File: src/rtl/uart_pkg.sv
// Shared UART types and constants for the transmit and receive paths.
package uart_pkg;

  typedef enum logic [2:0] {
    IDLE,
    START,
    DATA,
    PARITY,
    STOP
  } tx_state_t;

  localparam int unsigned UART_DATA_BITS            = 8;
  localparam int unsigned UART_DEFAULT_CLKS_PER_BIT = 868;

endpackage

File: src/rtl/uart_baud_tick.sv
// Baud-rate divider: one-cycle tick every CLKS_PER_BIT cycles, synchronous restart.
module uart_baud_tick
  import uart_pkg::*;
#(
  parameter int unsigned CLKS_PER_BIT = UART_DEFAULT_CLKS_PER_BIT
) (
  input  logic clk,
  input  logic rst_n,
  input  logic restart,
  output logic tick
);

  localparam int unsigned CW = (CLKS_PER_BIT > 1) ? $clog2(CLKS_PER_BIT) : 1;
  localparam logic [CW-1:0] LAST = CW'(CLKS_PER_BIT - 1);

  logic [CW-1:0] count;

  // Counts down so the tick is a simple zero compare; restart reloads the full period.
  always_ff @(posedge clk or negedge rst_n) begin
    if (!rst_n) begin
      count <= '0;
    end else if (restart || count == '0) begin
      count <= LAST;
    end else begin
      count <= count - CW'(1);
    end
  end

  assign tick = (count == '0);

endmodule

File: src/rtl/uart_byte_tx.sv
// Byte-wide 8N1 UART transmitter with valid/ready input; define UART_TX_PARITY_EN for 8E1.
module uart_byte_tx
  import uart_pkg::*;
#(
  parameter int unsigned CLKS_PER_BIT = UART_DEFAULT_CLKS_PER_BIT
) (
  input  logic       clk,
  input  logic       rst_n,
  input  logic [7:0] tx_data,
  input  logic       tx_valid,
  output logic       tx_ready,
  output logic       FPGA_TX,
  output logic       tx_done
);

  tx_state_t  state, state_n;
  logic [2:0] bit_cnt, bit_cnt_n;
  logic [7:0] data, data_n;
  logic       line_n;
  logic       restart;
  logic       tick;

  uart_baud_tick #(
    .CLKS_PER_BIT(CLKS_PER_BIT)
  ) u_baud (
    .clk    (clk),
    .rst_n  (rst_n),
    .restart(restart),
    .tick   (tick)
  );

  assign tx_done  = (state == STOP) && tick;
  assign tx_ready = (state == IDLE) || tx_done;

  always_comb begin
    state_n   = state;
    bit_cnt_n = bit_cnt;
    data_n    = data;
    restart   = 1'b0;
    line_n    = 1'b1;
    case (state)
      IDLE: begin
        if (tx_valid) begin
          state_n = START;
          data_n  = tx_data;
          restart = 1'b1;
        end
      end
      START: begin
        line_n = 1'b0;
        if (tick) state_n = DATA;
      end
      DATA: begin
        line_n = data[bit_cnt];
        if (tick) begin
          bit_cnt_n = bit_cnt + 3'd1;
          if (bit_cnt == 3'(UART_DATA_BITS - 1)) begin
`ifdef UART_TX_PARITY_EN
            state_n = PARITY;
`else
            state_n = STOP;
`endif
          end
        end
      end
`ifdef UART_TX_PARITY_EN
      PARITY: begin
        line_n = ^data;
        if (tick) state_n = STOP;
      end
`endif
      STOP: begin
        if (tick) begin
          // A handshake in the final stop cycle chains straight into the next start bit.
          if (tx_valid) begin
            state_n = START;
            data_n  = tx_data;
            restart = 1'b1;
          end else begin
            state_n = IDLE;
          end
        end
      end
      default: state_n = IDLE;
    endcase
  end

  always_ff @(posedge clk or negedge rst_n) begin
    if (!rst_n) begin
      state   <= IDLE;
      bit_cnt <= '0;
      data    <= '0;
      FPGA_TX <= 1'b1;
    end else begin
      state   <= state_n;
      bit_cnt <= bit_cnt_n;
      data    <= data_n;
      FPGA_TX <= line_n;
    end
  end

endmodule

File: config.mk
export PLATFORM = sky130hd
export DESIGN_NAME = uart_byte_tx
export DESIGN_NICKNAME = d
export VERILOG_FILES = /design/src/rtl/uart_pkg.sv /design/src/rtl/uart_baud_tick.sv /design/src/rtl/uart_byte_tx.sv
export SDC_FILE = /design/constraint.sdc
export NUM_CORES = 1
export LEC_CHECK = 0
export BUFFER_PORTS_ARGS = -buffer_cell sky130_fd_sc_hd__buf_2
export CAP_MARGIN = 20
export CORE_UTILIZATION = 48
export CTS_CLUSTER_SIZE = 20
export DETAILED_ROUTE_END_ITERATION = 8
export PLACE_DENSITY = 0.69
export SLEW_MARGIN = 40
export SYNTH_ARGS = -nofsm -noshare
export SYNTH_HDL_FRONTEND = slang
export SYNTH_SLANG_ARGS = --single-unit
File: constraint.sdc
create_clock -name clk -period 6.1 [get_ports clk]
set_clock_uncertainty 0.05 [all_clocks]
set_input_delay 0.61 -clock clk [delete_from_list [all_inputs] [get_ports clk]]
set_output_delay 0.61 -clock clk [all_outputs]
set_load 0.005 [all_outputs]
==> impl_metrics.json <==
{
  "clock_latency_at_the_later_pin_of_the_worst_skew_pair_ns": 0.31,
  "part_of_the_total_power_dissipated_in_combinational_logic": 0.227,
  "cpLargestDelayFamily": "simple AND/OR/NAND/NOR gates",
  "antenna_left": 0,
  "setup.worst_path.start_class": "flip-flop",
  "clock-root-buffer": "sky130_fd_sc_hd__clkbuf_4",
  "synthArstFlopShare": 1.00,
  "ctsLongestPathBuffers": 2,
  "drc_violation_total_after_the_first_tritonroute_iteration": 19,
  "fraction_of_layout_cells_with_a_size_suffix_above_1": 0.303,
  "synth_area_mm2": 0.00123,
  "dieWidth_um": 52.7,
  "dpl.cell_count": 145,
  "timing.reg2reg.worst_path_depth": 6,
  "drt-vias-per-instance": 5.62,
  "setup_viol": 0,
  "grt_pass1_vias": 859,
  "drv.max_cap_violation_count": 0,
  "dpl.hpwl_mm": 1.65,
  "criticalPathCategory": "reg2out",
  "worst_ir_drop_vdd_mv": 0.162,
  "number_of_flops_mapped_to_enable_cells_by_yosys": 0,
  "fp.coreArea_mm2": 0.00245,
  "cts_made_buffers": 3,
  "startpoint": "u_baud.count[0]$_DFF_PN0_",
  "timing.slew.headroom": 0.612,
  "report.final.slew_viol_count": 0,
  "grt_pass1_wl_mm": 3.66,
  "antenna_found_initial": 0,
  "power_report.internal_total_w": 0.000272,
  "wl_per_cell_um": 14.8,
  "power.share.clock": 0.184,
  "critPathMaxStageDelay_ns": 0.50,
  "fmax_mhz": 342,
  "cp.buffers_inverters": 2,
  "r2r_start": "u_baud.count[0]$_DFF_PN0_",
  "p_sw_w": 0.000139,
  "grt_start_max_net_pins": 26,
  "postSynthNetCount": 117,
  "cts_hold_buf": 0,
  "crit_chain": "inv_1 -> ha_1 -> or4b_4 -> nor3_4 -> nor2_1 -> nor3_1 -> buf_2",
  "status": "complete, but fails checks",
  "clk_pin_slew_worst_paths_ns": 0.14,
  "regToRegEndpoint": "data[5]$_DFFE_PN0P_",
  "reg2reg_slack_ns": 3.91,
  "antenna_cells": 0,
  "worstPathMaxFanout": 9,
  "primary_ff_master_synth": "sky130_fd_sc_hd__dfrtp_1",
  "first_pass_iters": 6,
  "timing_worst_slew_pin_value_ns": 0.580,
  "grt_setup_unrepaired": "false",
  "worst_setup_path_endpoint": "tx_ready",
  "worst-endpoint-arrival_ns": 2.27,
  "layout_setup_ws_ns": 3.17,
  "syn-instance-count": 102,
  "number_of_distinct_library_cells_after_synthesis": 35,
  "crit_path_top_delay_cell": "sky130_fd_sc_hd__or4b_4",
  "critical_path.endpoint_type": "primary output",
  "place_ws_ns": 3.52,
  "final.fill_count": 207,
  "die-height_um": 52.7,
  "post-route-period-util": 0.480,
  "dieArea_mm2": 0.00278,
  "period_needed_ns": 2.93,
  "detail_route.wirelength_mm": 2.21,
  "setup_total_negative_slack_ns": 0,
  "leakage_nw": 0.660,
  "drcViolationCount": 1,
  "grt_overflow": 0,
  "gp_congestion": 0.793,
  "gr_usage_total": 0.180,
  "dr_total_vias": 837,
  "top_ports": 14,
  "htree_depth": 1,
  "num_rows": 18,
  "total_number_of_yosys_warnings": 0,
  "port-buffer-count": 13,
  "layoutNonFillerInstCount": 149,
  "sw_frac_of_total": 0.338,
  "worstHoldPathType": "in2async",
  "initial_utilization": 0.503,
  "crit_required_ns": 5.44,
  "synthToLayoutAreaGrowth_pct": 10.8,
  "cts.repair.resized": 0,
  "cts_setup_buffers": 0,
  "mean_cell_area_of_the_mapped_netlist_um2": 12.1,
  "timing.final.hold_violations": 0,
  "cts.sink_count": 25,
  "cts_tree": "built",
  "power_density_mw_per_mm2": 301,
  "violated_checks": "design-rule violations",
  "p_seq_frac": 0.589,
  "total_of_flip_flops_plus_latches_after_synthesis": 25,
  "fin_nets": 135,
  "synth.yosys.seq_area_share": 0.508,
  "crit_cells": 7
}
-- layout make-up --
type	count	area (um2)	share of cell area
tap	30	37.5	0.0275
multi-input combinational	72	588	0.430
clock buffer	3	22.5	0.0165
clock inverter	1	7.51	0.00549
inverter	5	18.8	0.0137
timing repair buffer	13	65.1	0.0476
sequential	25	627	0.459
-- sequential cells by signal (all words and copies together) (netlist names) --
signal and cells:
FPGA_TX 1, bit_cnt 3, data 8, state 3
u_baud.count 10
-- cell usage in the layout, fill, tap and decap left out, types with 2 or more instances in the layout --
cell                       netlist  final
sky130_fd_sc_hd__mux4_2          2      2
sky130_fd_sc_hd__a21oi_1         3      3
sky130_fd_sc_hd__nand2_1         8      8
sky130_fd_sc_hd__nor4_1          3      3
sky130_fd_sc_hd__clkbuf_4        0      3
sky130_fd_sc_hd__nor2_1         12     12
sky130_fd_sc_hd__mux2_2          8      8
sky130_fd_sc_hd__xor2_1          2      2
sky130_fd_sc_hd__buf_2           0     13
sky130_fd_sc_hd__mux2_1          3      3
sky130_fd_sc_hd__inv_1           5      5
sky130_fd_sc_hd__xnor2_1         3      3
sky130_fd_sc_hd__a21o_1          2      2
sky130_fd_sc_hd__nor3b_1         2      2
sky130_fd_sc_hd__ha_1            4      4
sky130_fd_sc_hd__dfrtp_1        24     24
-- power groups by stage --
| stage | Sequential, W | Combinational (W) | Clock, W |
|---|---|---|---|
| finish | 0.000242 | 0.0000932 | 0.0000757 |
| global route | 0.000249 | 0.000106 | 0.0000862 |
| floorplan | 0.000234 | 0.0000739 | 0 |
| CTS | 0.000241 | 0.0000935 | 0.0000785 |
| global placement | 0.000241 | 0.0000886 | 0 |
| detailed placement | 0.000244 | 0.0000932 | 0 |
-- worst register-to-register path, delay by kind of cell (launching register included) --
family / cells / cell delay [ns]
fa+ha+maj: 1 / 0.16
compound gates: 1 / 0.17
simple gates: 2 / 0.85
buf+inv: 1 / 0.10
mux: 1 / 0.34
flops: 1 / 0.43
-- worst min-delay path by stage --
stage | start | to | slack, ns | depth (start not counted)
5_1_grt | rst_n | state[1]$_DFFE_PN0P_ | 0.23 | 1
4_1_cts | rst_n | state[0]$_DFFE_PN0P_ | 0.22 | 1
3_3_place_gp | u_baud.count[0]$_DFF_PN0_ | u_baud.count[0]$_DFF_PN0_ | 0.41 | 1
6_report | rst_n | state[1]$_DFFE_PN0P_ | 0.21 | 1
2_1_floorplan | rst_n | bit_cnt[0]$_DFFE_PN0P_ | 0.26 | 0
3_5_place_dp | data[7]$_DFFE_PN0P_ | data[7]$_DFFE_PN0P_ | 0.44 | 1
-- synthesized netlist by cell type, drive strengths merged (3+ instances only) --
library cell / count / share of area
dfrtp: 24 / 0.49
ha: 4 / 0.041
inv: 5 / 0.015
a21oi: 3 / 0.012
mux2: 11 / 0.10
xnor2: 3 / 0.021
nor4: 4 / 0.025
nand2: 8 / 0.024
nor2: 12 / 0.037
-- stage by stage --
stage	power [W]	util	hold WS, ns	area [um2]
after floorplan	0.000308	-	0.264	1230
after global placement	0.000329	0.544	0.409	1340
after detailed placement	0.000337	0.544	0.435	1340
after CTS	0.000413	0.557	0.223	1370
after global routing	0.000442	0.557	0.233	1370
final	0.000411	0.557	0.210	1370
-- layer usage --
metal / GRT usage / vias up / routed length, um
met1: 0.227 / 414 / 1020
met5: 0 / - / 0
met3: 0.0290 / 2 / 54
met4: 0.0658 / 0 / 12
met2: 0.306 / 14 / 1120
li1: - / 407 / -
-- kinds of logic after synthesis --
group	after synthesis	synth area share
flip-flops	25	0.508
XOR/XNOR	5	0.0355
multiplexers	14	0.145
AND/OR/NAND/NOR	37	0.176
buffers and inverters	5	0.0152
AO/OA/AOI/OAI	12	0.0791
adder cells (fa/ha/maj)	4	0.0406
Power figures use the tool's default switching activity.
